===== src/rtl/range_slice_queue_pkg.sv =====
// Shared types and helpers for the range-slice queue: slice FSM states and
// the request range check.
package range_slice_pkg;

  typedef enum logic {
    IDLE   = 1'b0,
    STREAM = 1'b1
  } slice_state_e;

  // A slice is legal when both indices are non-negative, ordered, and the
  // last index addresses an occupied entry.
  function automatic logic range_ok(input logic signed [31:0] start_idx,
                                    input logic signed [31:0] end_idx,
                                    input logic [31:0]        size);
    return (start_idx >= 0) && (end_idx >= 0) && (start_idx <= end_idx) &&
           ($unsigned(end_idx) < size);
  endfunction

endpackage


===== src/rtl/range_slice_queue_store.sv =====
// Circular storage for the range-slice queue: memory array, head/tail/count
// and push/pop bookkeeping. Offers two head-relative combinational read ports.
module range_queue_store
  import range_slice_pkg::*;
#(
  parameter int WIDTH     = 32,
  parameter int DEPTH     = 16,
  parameter int DROP_ZERO = 0,
  localparam int AW       = $clog2(DEPTH),
  localparam int CNT_W    = AW + 1
) (
  input  logic             clk,
  input  logic             rst_n,
  input  logic             push_valid,
  input  logic [WIDTH-1:0] push_data,
  output logic             push_ready,
  input  logic             pop_en,
  input  logic [AW-1:0]    rd_idx,
  output logic [WIDTH-1:0] rd_data,
  input  logic [AW-1:0]    peek_idx,
  output logic [WIDTH-1:0] peek_data,
  output logic [CNT_W-1:0] count
);

  logic [WIDTH-1:0] mem [DEPTH];
  logic [AW-1:0]    head_reg;
  logic [AW-1:0]    tail_reg;
  logic [CNT_W-1:0] count_reg;
  logic             push_accept;
  logic             store_en;
  logic             pop_do;
  logic [AW-1:0]    rd_addr;
  logic [AW-1:0]    peek_addr;

  // Full-ness comes from the registered count only, so a same-cycle pop
  // never makes room for a push.
  assign push_ready  = (count_reg < CNT_W'(DEPTH));
  assign push_accept = push_valid && push_ready;
  assign store_en    = push_accept && !((DROP_ZERO != 0) && (push_data == '0));
  assign pop_do      = pop_en && (count_reg != '0);

  // Index sums wrap naturally in AW bits because DEPTH is a power of two.
  assign rd_addr   = head_reg + rd_idx;
  assign peek_addr = head_reg + peek_idx;
  assign rd_data   = mem[rd_addr];
  assign peek_data = mem[peek_addr];
  assign count     = count_reg;

  // Storage write at the tail; contents are deliberately left unreset.
  always_ff @(posedge clk) begin
    if (store_en) begin
      mem[tail_reg] <= push_data;
    end
  end

  // Pointer and occupancy tracking; push and pop together leave count as-is.
  always_ff @(posedge clk or negedge rst_n) begin
    if (!rst_n) begin
      head_reg  <= '0;
      tail_reg  <= '0;
      count_reg <= '0;
    end else begin
      if (store_en) tail_reg <= tail_reg + 1'b1;
      if (pop_do)   head_reg <= head_reg + 1'b1;
      if (store_en && !pop_do)      count_reg <= count_reg + 1'b1;
      else if (!store_en && pop_do) count_reg <= count_reg - 1'b1;
    end
  end

endmodule


===== src/rtl/range_slice_queue.sv =====
// Range-slice queue top: circular queue with push/pop plus a windowed read
// port that streams head-relative elements [start..end] on valid/ready.
module range_slice_queue
  import range_slice_pkg::*;
#(
  parameter int WIDTH     = 32,
  parameter int DEPTH     = 16,
  parameter int DROP_ZERO = 0,
  localparam int CNT_W    = $clog2(DEPTH) + 1
) (
  input  logic                clk,
  input  logic                rst_n,
  input  logic                push_valid,
  input  logic [WIDTH-1:0]    push_data,
  output logic                push_ready,
  input  logic                pop_en,
  input  logic                slice_req_valid,
  output logic                slice_req_ready,
  input  logic signed [31:0]  slice_start,
  input  logic signed [31:0]  slice_end,
  output logic                slice_out_valid,
  input  logic                slice_out_ready,
  output logic [WIDTH-1:0]    slice_out_data,
  output logic                slice_out_last,
  output logic                slice_err,
  output logic [WIDTH-1:0]    slice_first,
  output logic [CNT_W-1:0]    q_size
);

  localparam int AW = CNT_W - 1;

  slice_state_e     state_reg, state_next;
  logic [AW-1:0]    rd_idx_reg, rd_idx_next;
  logic [AW-1:0]    rd_end_reg, rd_end_next;
  logic             slice_err_reg, slice_err_next;
  logic [WIDTH-1:0] slice_first_reg, slice_first_next;
  logic [WIDTH-1:0] rd_data;
  logic [WIDTH-1:0] peek_data;
  logic             store_pop;

  // Pops are frozen while streaming so head-relative indices stay put.
  assign store_pop = pop_en && (state_reg == IDLE);

  range_queue_store #(
    .WIDTH     (WIDTH),
    .DEPTH     (DEPTH),
    .DROP_ZERO (DROP_ZERO)
  ) u_store (
    .clk        (clk),
    .rst_n      (rst_n),
    .push_valid (push_valid),
    .push_data  (push_data),
    .push_ready (push_ready),
    .pop_en     (store_pop),
    .rd_idx     (rd_idx_reg),
    .rd_data    (rd_data),
    .peek_idx   (slice_start[AW-1:0]),
    .peek_data  (peek_data),
    .count      (q_size)
  );

  // Slice FSM state register.
  always_ff @(posedge clk or negedge rst_n) begin
    if (!rst_n) state_reg <= IDLE;
    else        state_reg <= state_next;
  end

  // Slice datapath registers: stream cursor, error pulse, first element.
  always_ff @(posedge clk or negedge rst_n) begin
    if (!rst_n) begin
      rd_idx_reg      <= '0;
      rd_end_reg      <= '0;
      slice_err_reg   <= 1'b0;
      slice_first_reg <= '0;
    end else begin
      rd_idx_reg      <= rd_idx_next;
      rd_end_reg      <= rd_end_next;
      slice_err_reg   <= slice_err_next;
      slice_first_reg <= slice_first_next;
    end
  end

  // Next-state logic and handshake outputs for the slice FSM.
  always_comb begin
    state_next       = state_reg;
    rd_idx_next      = rd_idx_reg;
    rd_end_next      = rd_end_reg;
    slice_err_next   = 1'b0;
    slice_first_next = slice_first_reg;
    slice_req_ready  = 1'b0;
    slice_out_valid  = 1'b0;
    slice_out_last   = 1'b0;
    slice_out_data   = '0;
    case (state_reg)
      IDLE: begin
        slice_req_ready = 1'b1;
        if (slice_req_valid) begin
          if (range_ok(slice_start, slice_end, 32'(q_size))) begin
            state_next       = STREAM;
            rd_idx_next      = slice_start[AW-1:0];
            rd_end_next      = slice_end[AW-1:0];
            slice_first_next = peek_data;
          end else begin
            slice_err_next   = 1'b1;
            slice_first_next = '0;
          end
        end
      end
      STREAM: begin
        slice_out_valid = 1'b1;
        slice_out_last  = (rd_idx_reg == rd_end_reg);
        slice_out_data  = rd_data;
        if (slice_out_ready) begin
          if (rd_idx_reg == rd_end_reg) state_next = IDLE;
          else                          rd_idx_next = rd_idx_reg + 1'b1;
        end
      end
      default: state_next = IDLE;
    endcase
  end

  assign slice_err   = slice_err_reg;
  assign slice_first = slice_first_reg;

endmodule


===== config.mk =====
export PLATFORM = sky130hd
export DESIGN_NAME = range_slice_queue
export DESIGN_NICKNAME = d
export VERILOG_FILES = /design/src/rtl/range_slice_queue_pkg.sv /design/src/rtl/range_slice_queue_store.sv /design/src/rtl/range_slice_queue.sv
export SDC_FILE = /design/constraint.sdc
export NUM_CORES = 1
export LEC_CHECK = 0
export ABC_AREA = 1
export BUFFER_PORTS_ARGS = -buffer_cell sky130_fd_sc_hd__buf_2
export CAP_MARGIN = 30
export CELL_PAD_IN_SITES_DETAIL_PLACEMENT = 1
export CELL_PAD_IN_SITES_GLOBAL_PLACEMENT = 1
export CORE_ASPECT_RATIO = 0.7
export CORE_MARGIN = 8
export CORE_UTILIZATION = 40
export DETAILED_ROUTE_END_ITERATION = 7
export HOLD_SLACK_MARGIN = 0.05
export MAX_ROUTING_LAYER = met4
export PLACE_DENSITY = 0.68
export REMOVE_ABC_BUFFERS = 1
export SLEW_MARGIN = 20
export SYNTH_ARGS = -nofsm -noshare
export SYNTH_HDL_FRONTEND = slang
export SYNTH_SLANG_ARGS = --single-unit

===== constraint.sdc =====
create_clock -name clk -period 4.9 [get_ports clk]
set_input_delay 0 -clock clk [delete_from_list [all_inputs] [get_ports clk]]
set_output_delay 0 -clock clk [all_outputs]
set_load 0.01 [all_outputs]

======== Word-level counts from Yosys, hierarchy flattened ========
Memory sizes are Yosys's and may differ from the RTL's.
Index checks and enable logic that the tools add are counted.
word-level totals
  RAM bits ................................ 512
  input port bits ......................... 102
  ROM bits ................................ 0
  bits in latches ......................... 0
  output and inout port bits .............. 74
  flip-flop bits (word level) ............. 55
  word-level logic and storage cells ...... 64
  memories kept ........................... 1
cells by class
  $lt $le $gt $ge ......................... 5
  shifts and indexed selects .............. 0
  multiplexer cells ....................... 22
  equality and inequality tests ........... 5
  divide/modulo/power cells ............... 0
  add/sub/neg operators ................... 7
  bitwise gates (word level) .............. 1
  reduce and logical (&&, ||, !) cells .... 15
  multipliers ............................. 0
memory list
  name         depth  bits a word  read ports  clocked after Yosys merged registers in  write ports  line                           RTL
  u_store.mem  16     32           2           0                                        1            range_slice_queue_store.sv:25  logic [WIDTH-1:0] mem [DEPTH];
operators by type and width
  kind                                                    number
  >= comparator 32 x 1 -> 1 bit (second input constant)   2
  2-to-1 mux 32 bit                                       2
  less-or-equal comparator 32 bit                         1
  less-than comparator 32 x 5 -> 1 bit                    1
  2-to-1 mux 4 bit                                        4
  adder 4 x 1 -> 4 bit (second input constant)            3
  2-to-1 mux 1 bit                                        12
  2-to-1 mux 5 bit                                        2
  adder 4 bit                                             2
  logical AND 1 bit                                       8
  one-hot mux 4 bit (2 select lines)                      1
  inequality test 2 bit (second input constant)           3
  adder 5 x 1 -> 5 bit (second input constant)            1
  less-than comparator 5 bit (second input constant)      1
  nonzero test 5 bit                                      1
  subtractor 5 x 1 -> 5 bit (second input constant)       1
  == test 4 bit                                           1
  AND reduction 4 bit                                     1
  AND reduction 3 bit                                     1
  logical NOT 1 bit                                       2
  inequality test 2 x 1 -> 1 bit (second input constant)  1
  one-hot mux 1 bit (2 select lines)                      1
  AND reduction 2 bit                                     1
  nonzero test 2 bit                                      1
  NOT 1 bit                                               1

======== Depth between registers and ports, before layout ========
Gate-level depths: netlist of the first run.
  depth after elaboration ................. 7
  depth in mapped cells ................... 20

======== Cells and area by module ========
A second synthesis of the first run with hierarchy kept.
second synthesis, totals
  cell total of the unflattened synthesis .. 3819
  area total of the unflattened synthesis .. 31016.0 um^2
modules (own cells, without submodules)
  module             instances  area each (um^2)  seq. area each (um^2)  cells each
  range_queue_store  1          27913.0           15700.1                3374
  range_slice_queue  1          3103.0            1051.0                 445

======== Worst setup path before layout of the first run ========
Ideal clock, no wire load.
  kind .................................... flip-flop to flip-flop
  start ................................... register u_store.count_reg[4] (netlist: u_store.count[4])
  end ..................................... memory u_store.mem[11][0], enable pin
  required time ........................... 4479 ps
  stages on the path, launching flop included .. 6
  setup slack ............................. 2197 ps
  data arrival time ....................... 2282 ps
  library setup time ...................... 421 ps
  period minus slack after synthesis ...... 2703 ps
  cells stage by stage .................... dfrtp_1 -> inv_1 -> nand2_1 -> clkinv_1 -> nand2_1 -> nor2_1
on the way
  longest elaborated chain between the ends .. 4
ends and longest elaborated chain
  element                                 line                           RTL
  start, declared                         range_slice_queue_store.sv:28  logic [CNT_W-1:0] count_reg;
  start signal, assigned                  range_slice_queue_store.sv:65  if (store_en && !pop_do) count_reg <= count_reg + 1'b1;
  start signal, assigned                  range_slice_queue_store.sv:66  else if (!store_en && pop_do) count_reg <= count_reg - 1'b1;
  less-than comparator 5 bit              range_slice_queue_store.sv:37  assign push_ready = (count_reg < CNT_W'(DEPTH));
  via push_ready                          range_slice_queue.sv:15        output logic push_ready,
  logical AND 1 bit                       range_slice_queue_store.sv:38  assign push_accept = push_valid && push_ready;
  via u_store.push_accept                 range_slice_queue_store.sv:29  logic push_accept;
  2-to-1 mux 1 bit                        range_slice_queue_store.sv:51  if (store_en) begin
  2-to-1 mux 1 bit (not written as such)  range_slice_queue_store.sv:52  mem[tail_reg] <= push_data;
  end, declared                           range_slice_queue_store.sv:25
The timed path passes the listed nets, and every way through them passes these cells.

======== Worst setup path in the final report of the first run ========
  start ................................... register u_store.head_reg[0]
  end ..................................... output slice_out_data[31]
on the way
  longest elaborated chain between the ends .. 3
ends and longest elaborated chain
  element                    line                           RTL
  start, declared            range_slice_queue_store.sv:26  logic [AW-1:0] head_reg;
  start signal, assigned     range_slice_queue_store.sv:64  if (pop_do) head_reg <= head_reg + 1'b1;
  adder 4 bit                range_slice_queue_store.sv:43  assign rd_addr = head_reg + rd_idx;
  memory read (16 x 32 bit)  n/a
  2-to-1 mux 32 bit          range_slice_queue.sv:94        case (state_reg)
  end, declared              range_slice_queue.sv:23        output logic [WIDTH-1:0] slice_out_data,
Every way passes these cells.

==> metrics, run 1 <==
average cell area after synthesis a little under 10 µm²; setup repair bufs after CTS 0; kind of start point of the critical path register; number of warning messages in the yosys log 0; dpl cells about 3900; number of CTS-inserted buffers 59; number of max-capacitance violations reported 0; Max Slew Vio Count 0; list of most frequent post-synthesis cells 512 x edfxtp_1, 450 x nand2_1, 344 x o21ai_0; most instantiated flip-flop cell in the synthesis netlist edfxtp_1; vias per cell roughly 5.8; Netlist Area Pre-Place 0.0287 mm²; number of synthesized flops with an enable pin between 500 and 600; Fillers ~8000; number of sinks driven by the clock tree around 570; number of global-route vias before repair 24200; max reg flops 512; Async S/R FF share, synth 0.0970; later-pin clock latency in the skew report about 0.64 ns; drt wl/cell ~24 µm; dominant cell type by area after synthesis edfxtp_1; sum of routed wire length over all layers 98100 µm; combined global-route utilization of all metal layers 0.243; Power Total approximately 22 mW; startpoint-to-endpoint class of the critical path register to output port; Placement Cell Area just over 0.03 mm²; DR iter-0 viols 2451; chip height around 240 µm; endpoints failing hold 0; placer congestion estimate 0.840; maximum fanout along the worst path between 70 and 80; ranking of synthesized cells by area edfxtp_1 54%, o21ai_0 6.0%, nand2_1 5.9%; number of distinct library cells after synthesis 37; flip-flop and latch count after synthesis between 500 and 600; setup repair after global routing missed its margin no; worst slack at placement between 1 and 1.5 ns; final antenna-violating net count 0; final critical-path required period 4.26 ns; actual transition at the worst max-transition pin 1.06 ns; initial antenna violation count 3; input/output buffers 175; result of the run complete, no violations; Max Clock Skew 0.0222 ns; end-of-flow core utilization 0.464; Site Rows 82; net count of the finished layout 3207; power per cell area 652 mW/mm²; Die Span X roughly 340 µm; maximum buffer depth of the clock tree 3; Highest Clock Rate about 0.23 GHz; kind of path behind the tightest hold check input port to register; number of remaining DRC errors 0; H-Tree Depth 2; capturing element type of the critical path output port; DIE AREA 0.0807 mm²; core box area 0.0713 mm²; Layout Area Growth over Synthesis 15.5%; Leakage approximately 13 nW; pin count of the biggest net entering global routing around 170; count of final setup violators 0; share of Yosys cell area claimed by the top area cell type 0.536; detailed-router iteration count before antenna repair 5; layout cell share with drive strength beyond 1 0.117; half-perimeter wire length after placement a little under 60000 µm; global-route wire length before repair around 150000 µm; Post-Layout Inst Area between 0.03 and 0.04 mm²; Finished Layout Cells ~4100; worst voltage drop across the vdd grid 506 µV; Crit path required time between 4 and 5 ns; total negative slack 0 ns; gate count after technology mapping around 3000; vias 23600; # resized after CTS 0; total grt overflow 0; proportion of synthesized chip area in sequential cells 0.584; most common cell in the netlist edfxtp_1; CTS tree done; clk root buf clkbuf_16; crit path setup slack, layout roughly 0.64 ns; clock transition at the registers of the reported paths ~0.06 ns; headroom to the max-slew limit 0.292; I/O Pins approximately 180; Crit path arrival time about 4.3 ns; ratio of final minimum period to clock period 0.869; starting density of the core 0.402; hold buffers post-CTS 47; worst hold slack ~0.088 ns
## final timing paths
check,startpoint,to,slack (ns),cells after the start
worst max-delay path,u_store.head_reg[0],slice_out_data[31],0.64,13
worst min-delay path,slice_end[16],state_reg,0.09,8
worst max register to register,u_store.head_reg[0],slice_first[23],1.22,12
worst min register to register,slice_first[10],slice_first[10],0.48,2
max in group asynchronous,rst_n,state_reg,3.72,4
min in group asynchronous,rst_n,slice_first[7],0.45,4
## where the power goes
| group | internal (mW) | switching (mW) |
|---|---|---|
| sequential | 5.61 | 0.162 |
| clock | 2.54 | 1.97 |
| combinational | 3.44 | 7.88 |
| total | 11.6 | 10.0 |
## worst max-delay path, stage by stage (launching register included)
cell     delay (ns)
dfrtp_1        0.51
ha_4           0.18
inv_1          0.05
fa_1           0.64
inv_6          0.42
buf_16         0.35
buf_4          0.44
a21oi_1        0.08
o21ai_0        0.09
nand2_1        0.07
o21ai_0        0.16
o21ai_0        0.09
a31oi_1        0.23
buf_2          0.17
## metal layers
layer | vias to the layer above | wire, µm | GRT usage
li1 | 10700 | - | -
met1 | 12000 | 44500 | 0.330
met2 | 720 | 46200 | 0.388
met3 | 144 | 5480 | 0.0316
met4 | 0 | 1860 | 0.0580
met5 | - | 0 | -
## placed cells by master, fill, tap and decap left out, drive strengths merged, types with 4 or more instances in the layout
master / Yosys / final
edfxtp: 512 / 512
nand2: 452 / 452
o21ai: 353 / 353
inv: 327 / 328
a21oi: 316 / 316
buf: 94 / 237
nand3: 235 / 235
o211ai: 219 / 219
clkbuf: 125 / 67
nor2: 60 / 60
dfrtp: 55 / 55
a31oi: 54 / 54
ha: 52 / 52
dlygate4sd3: 0 / 46
clkinv: 3 / 40
a311oi: 23 / 23
xnor2: 12 / 12
nand4: 8 / 8
xor2: 7 / 7
bufinv: 0 / 6
nor4: 4 / 4
## kinds of logic (layout without fill, tap and decap cells)
| logic type | after synthesis | count (layout) | share of synthesized area |
|---|---|---|---|
| xor+xnor | 19 | 19 | 0.00633 |
| compound gates | 972 | 972 | 0.196 |
| fa+ha+maj | 55 | 55 | 0.0248 |
| buf+inv | 549 | 724 | 0.0761 |
| flops | 567 | 567 | 0.584 |
| simple gates | 763 | 763 | 0.112 |
| other cells | 0 | 3 | 0 |
## layout make-up
type                       instances  area (µm²)  area share
timing repair buffer             283        2070      0.0626
multi-input combinational       1809        9940       0.300
sequential                       567       16800       0.506
antenna                            3        7.51    0.000227
inverter                         330        1250      0.0377
clock inverter                    44         365      0.0110
clock buffer                      67        1530      0.0461
tap                              966        1210      0.0365
(Power assumes the default switching activity.)
==> inputs of run 2 (changes only) <==
--- a/config.mk
+++ b/config.mk
@@ -13,6 +13,7 @@
 export CORE_ASPECT_RATIO = 0.7
 export CORE_MARGIN = 8
 export CORE_UTILIZATION = 40
+export CTS_BUF_LIST = sky130_fd_sc_hd__clkbuf_16
 export DETAILED_ROUTE_END_ITERATION = 7
 export HOLD_SLACK_MARGIN = 0.05
 export MAX_ROUTING_LAYER = met4
==> run 2 against run 1 <==
  * Total power fell by 0.14%
  * Highest routed layer unchanged
  * Combinational power barely moved
  * Die area did not move
  * Largest power group unchanged
  * Cell area did not move
  * Register-to-register slack got worse by 0.02 ns
  * Worst setup slack improved by 0.014 ns
==> metrics, run 2 (synthesized netlist as in run 1, its figures left out) <==
kind of path behind the tightest hold check input port to register; power per cell area 651 mW/mm² (-0.14%); sum of routed wire length over all layers 97900 µm (-0.14%); number of global-route vias before repair 24200 (-0.0041%); Layout Area Growth over Synthesis 15.5% (unchanged); switching power 10.0 mW (-0.15%); sequential share of power 0.268 (about the same); cell family with most CP delay buffers and inverters; core box area 0.0713 mm² (unchanged); capturing element type of the critical path output port; Leakage 12.9 nW (+0.23%); net count of the finished layout 3207 (unchanged); layout cell share with drive strength beyond 1 0.117 (unchanged); chip height 240 µm (unchanged); setup repair bufs after CTS 0 (unchanged); H-Tree Depth 2 (unchanged); Crit path required time 4.90 ns (about the same); drt wl/cell 24.1 µm (-0.14%); DIE AREA 0.0807 mm² (unchanged); pin count of the biggest net entering global routing 171 (unchanged); largest incremental delay on the critical path 0.64 ns (about the same); vias 23600 (-0.0042%); number of sinks driven by the clock tree 567 (unchanged); Highest Clock Rate 0.236 GHz (+0.33%); total grt overflow 0 (unchanged); Crit path arrival time 4.24 ns (-0.02 ns); count of final setup violators 0 (unchanged); final antenna-violating net count 0 (unchanged); Power Total 21.6 mW (-0.14%); headroom to the max-slew limit 0.285 (-0.00699); Max Clock Skew 0.0221 ns (-0.0000578 ns); Top cell by count, worst path o21ai_0; worst hold slack 0.0838 ns (-0.00393 ns); maximum fanout along the worst path 78 (unchanged); endpoints failing hold 0 (unchanged); cell-internal power 11.6 mW (-0.13%); DR iter-0 viols 2448 (-0.12%); vias per cell 5.80 (about the same); Site Rows 82 (unchanged); origin of the worst min-delay path slice_end[16]; Fillers 7917 (unchanged); fraction of power consumed by combinational cells 0.524 (about the same); ratio of final minimum period to clock period 0.866 (-0.00289); placer congestion estimate 0.840 (unchanged); result of the run complete, no violations; Clock power frac 0.208 (about the same); Critical R2R Launch u_store.head_reg[0]; Max Slew Vio Count 0 (unchanged); actual transition at the worst max-transition pin 1.07 ns (+0.0105 ns); cell-by-cell trace of the critical path ha_4 -> inv_1 -> fa_1 -> inv_6 -> buf_16 -> buf_4 -> a21oi_1 -> o21ai_0 -> nand2_1 -> o21ai_0 -> o21ai_0 -> a31oi_1 -> buf_2; detailed-router iteration count before antenna repair 5 (unchanged); number of max-capacitance violations reported 0 (unchanged); later-pin clock latency in the skew report 0.64 ns (about the same); half-perimeter wire length after placement 58700 µm (unchanged); setup repair after global routing missed its margin no; Bufs and invs on worst path 5 (unchanged); final critical-path required period 4.24 ns (-0.0141 ns); global-route wire length before repair 148000 µm (unchanged); combined global-route utilization of all metal layers 0.243 (unchanged); number of remaining DRC errors 0 (unchanged); max reg flops 512 (unchanged); starting density of the core 0.402 (unchanged); Die Span X 336 µm (unchanged); initial antenna violation count 3 (unchanged); number of CTS-inserted buffers 59 (unchanged); I/O Pins 176 (unchanged); maximum buffer depth of the clock tree 3 (unchanged); most common cell after layout, fill and taps aside edfxtp_1; CP max stage cell fa_1; clk root buf clkbuf_16; kind of start point of the critical path register; worst setup path startpoint u_store.head_reg[0]; clock transition at the registers of the reported paths 0.06 ns (about the same); share of total power consumed by net switching 0.463 (about the same); input/output buffers 175 (unchanged); worst voltage drop across the vdd grid 509 µV (+0.57%); startpoint-to-endpoint class of the critical path register to output port; CTS tree done; highest-count cells in the layout ignoring fill and taps 512 x edfxtp_1, 450 x nand2_1, 344 x o21ai_0
-- run 2: cell count changes in the layout (fill, tap and decap cells not counted), sizes merged --
cell,previous run,this run
clkbuf,67,60
inv,328,335
-- run 2: path summary, 6_finish.rpt --
| path | endpoint | slack (ns) | depth (start not counted) |
|---|---|---|---|
| max | slice_out_data[31] | 0.66 | 13 |
| min | state_reg | 0.08 | 8 |
| max reg2reg | slice_first[23] | 1.20 | 12 |
| min reg2reg | slice_first[10] | 0.48 | 2 |
| max in group asynchronous | state_reg | 3.73 | 4 |
| min in group asynchronous | slice_first[25] | 0.45 | 4 |
-- run 2: power by group through the flow --
stage          Clock [mW]  Combinational, mW  Sequential (mW)
2_1_floorplan           0               6.48             5.84
3_3_place_gp            0               10.6             5.85
3_5_place_dp            0               11.0             5.87
4_1_cts              4.58               11.1             5.77
5_1_grt              4.74               12.4             5.80
6_report             4.50               11.3             5.77
-- run 2: area by class of cell --
| type | instances | area (µm²) | share of cell area |
|---|---|---|---|
| Antenna cell | 3 | 7.51 | 0.000227 |
| Clock buffer | 60 | 1500 | 0.0453 |
| Clock inverter | 51 | 392 | 0.0118 |
| Inverter | 330 | 1250 | 0.0377 |
| Multi-Input combinational cell | 1809 | 9940 | 0.300 |
| Sequential cell | 567 | 16800 | 0.506 |
| Tap cell | 966 | 1210 | 0.0365 |
| Timing Repair Buffer | 283 | 2070 | 0.0626 |
-- run 2: per-layer routing --
layer,vias to the layer above,part of all wire,wire [µm],track usage
met5,-,0,0,-
li1,10700,-,-,-
met1,12000,0.45,43900,0.330
met3,144,0.061,5990,0.0316
met4,0,0.019,1870,0.0580
met2,757,0.47,46200,0.388
-- run 2: metrics by stage --
stage | std cells | worst slack (ns) | util | instance area [µm²] | setup TNS, ns
floorplan | 2706 | -4.30 | - | 27700 | -257.84
global placement | 3902 | 1.29 | 0.429 | 30600 | 0
detailed placement | 3906 | 1.28 | 0.430 | 30700 | 0
CTS | 4064 | 0.622 | 0.464 | 33100 | 0
global route | 4068 | 0.444 | 0.464 | 33100 | 0
finish | 4069 | 0.656 | 0.464 | 33100 | 0
-- run 2: tightest hold or removal path: cells and delay by family --
kind	cells	cell delay, ns
buffers and inverters	2	0.13
and+or+nand+nor	4	0.34
AOI/OAI and AO/OA	2	0.19
-- run 2: repair_timing --
item                      4_1_cts  5_1_grt
hold endpoints to repair      587        0
hold buffers                   47        0
resized for setup               0        0
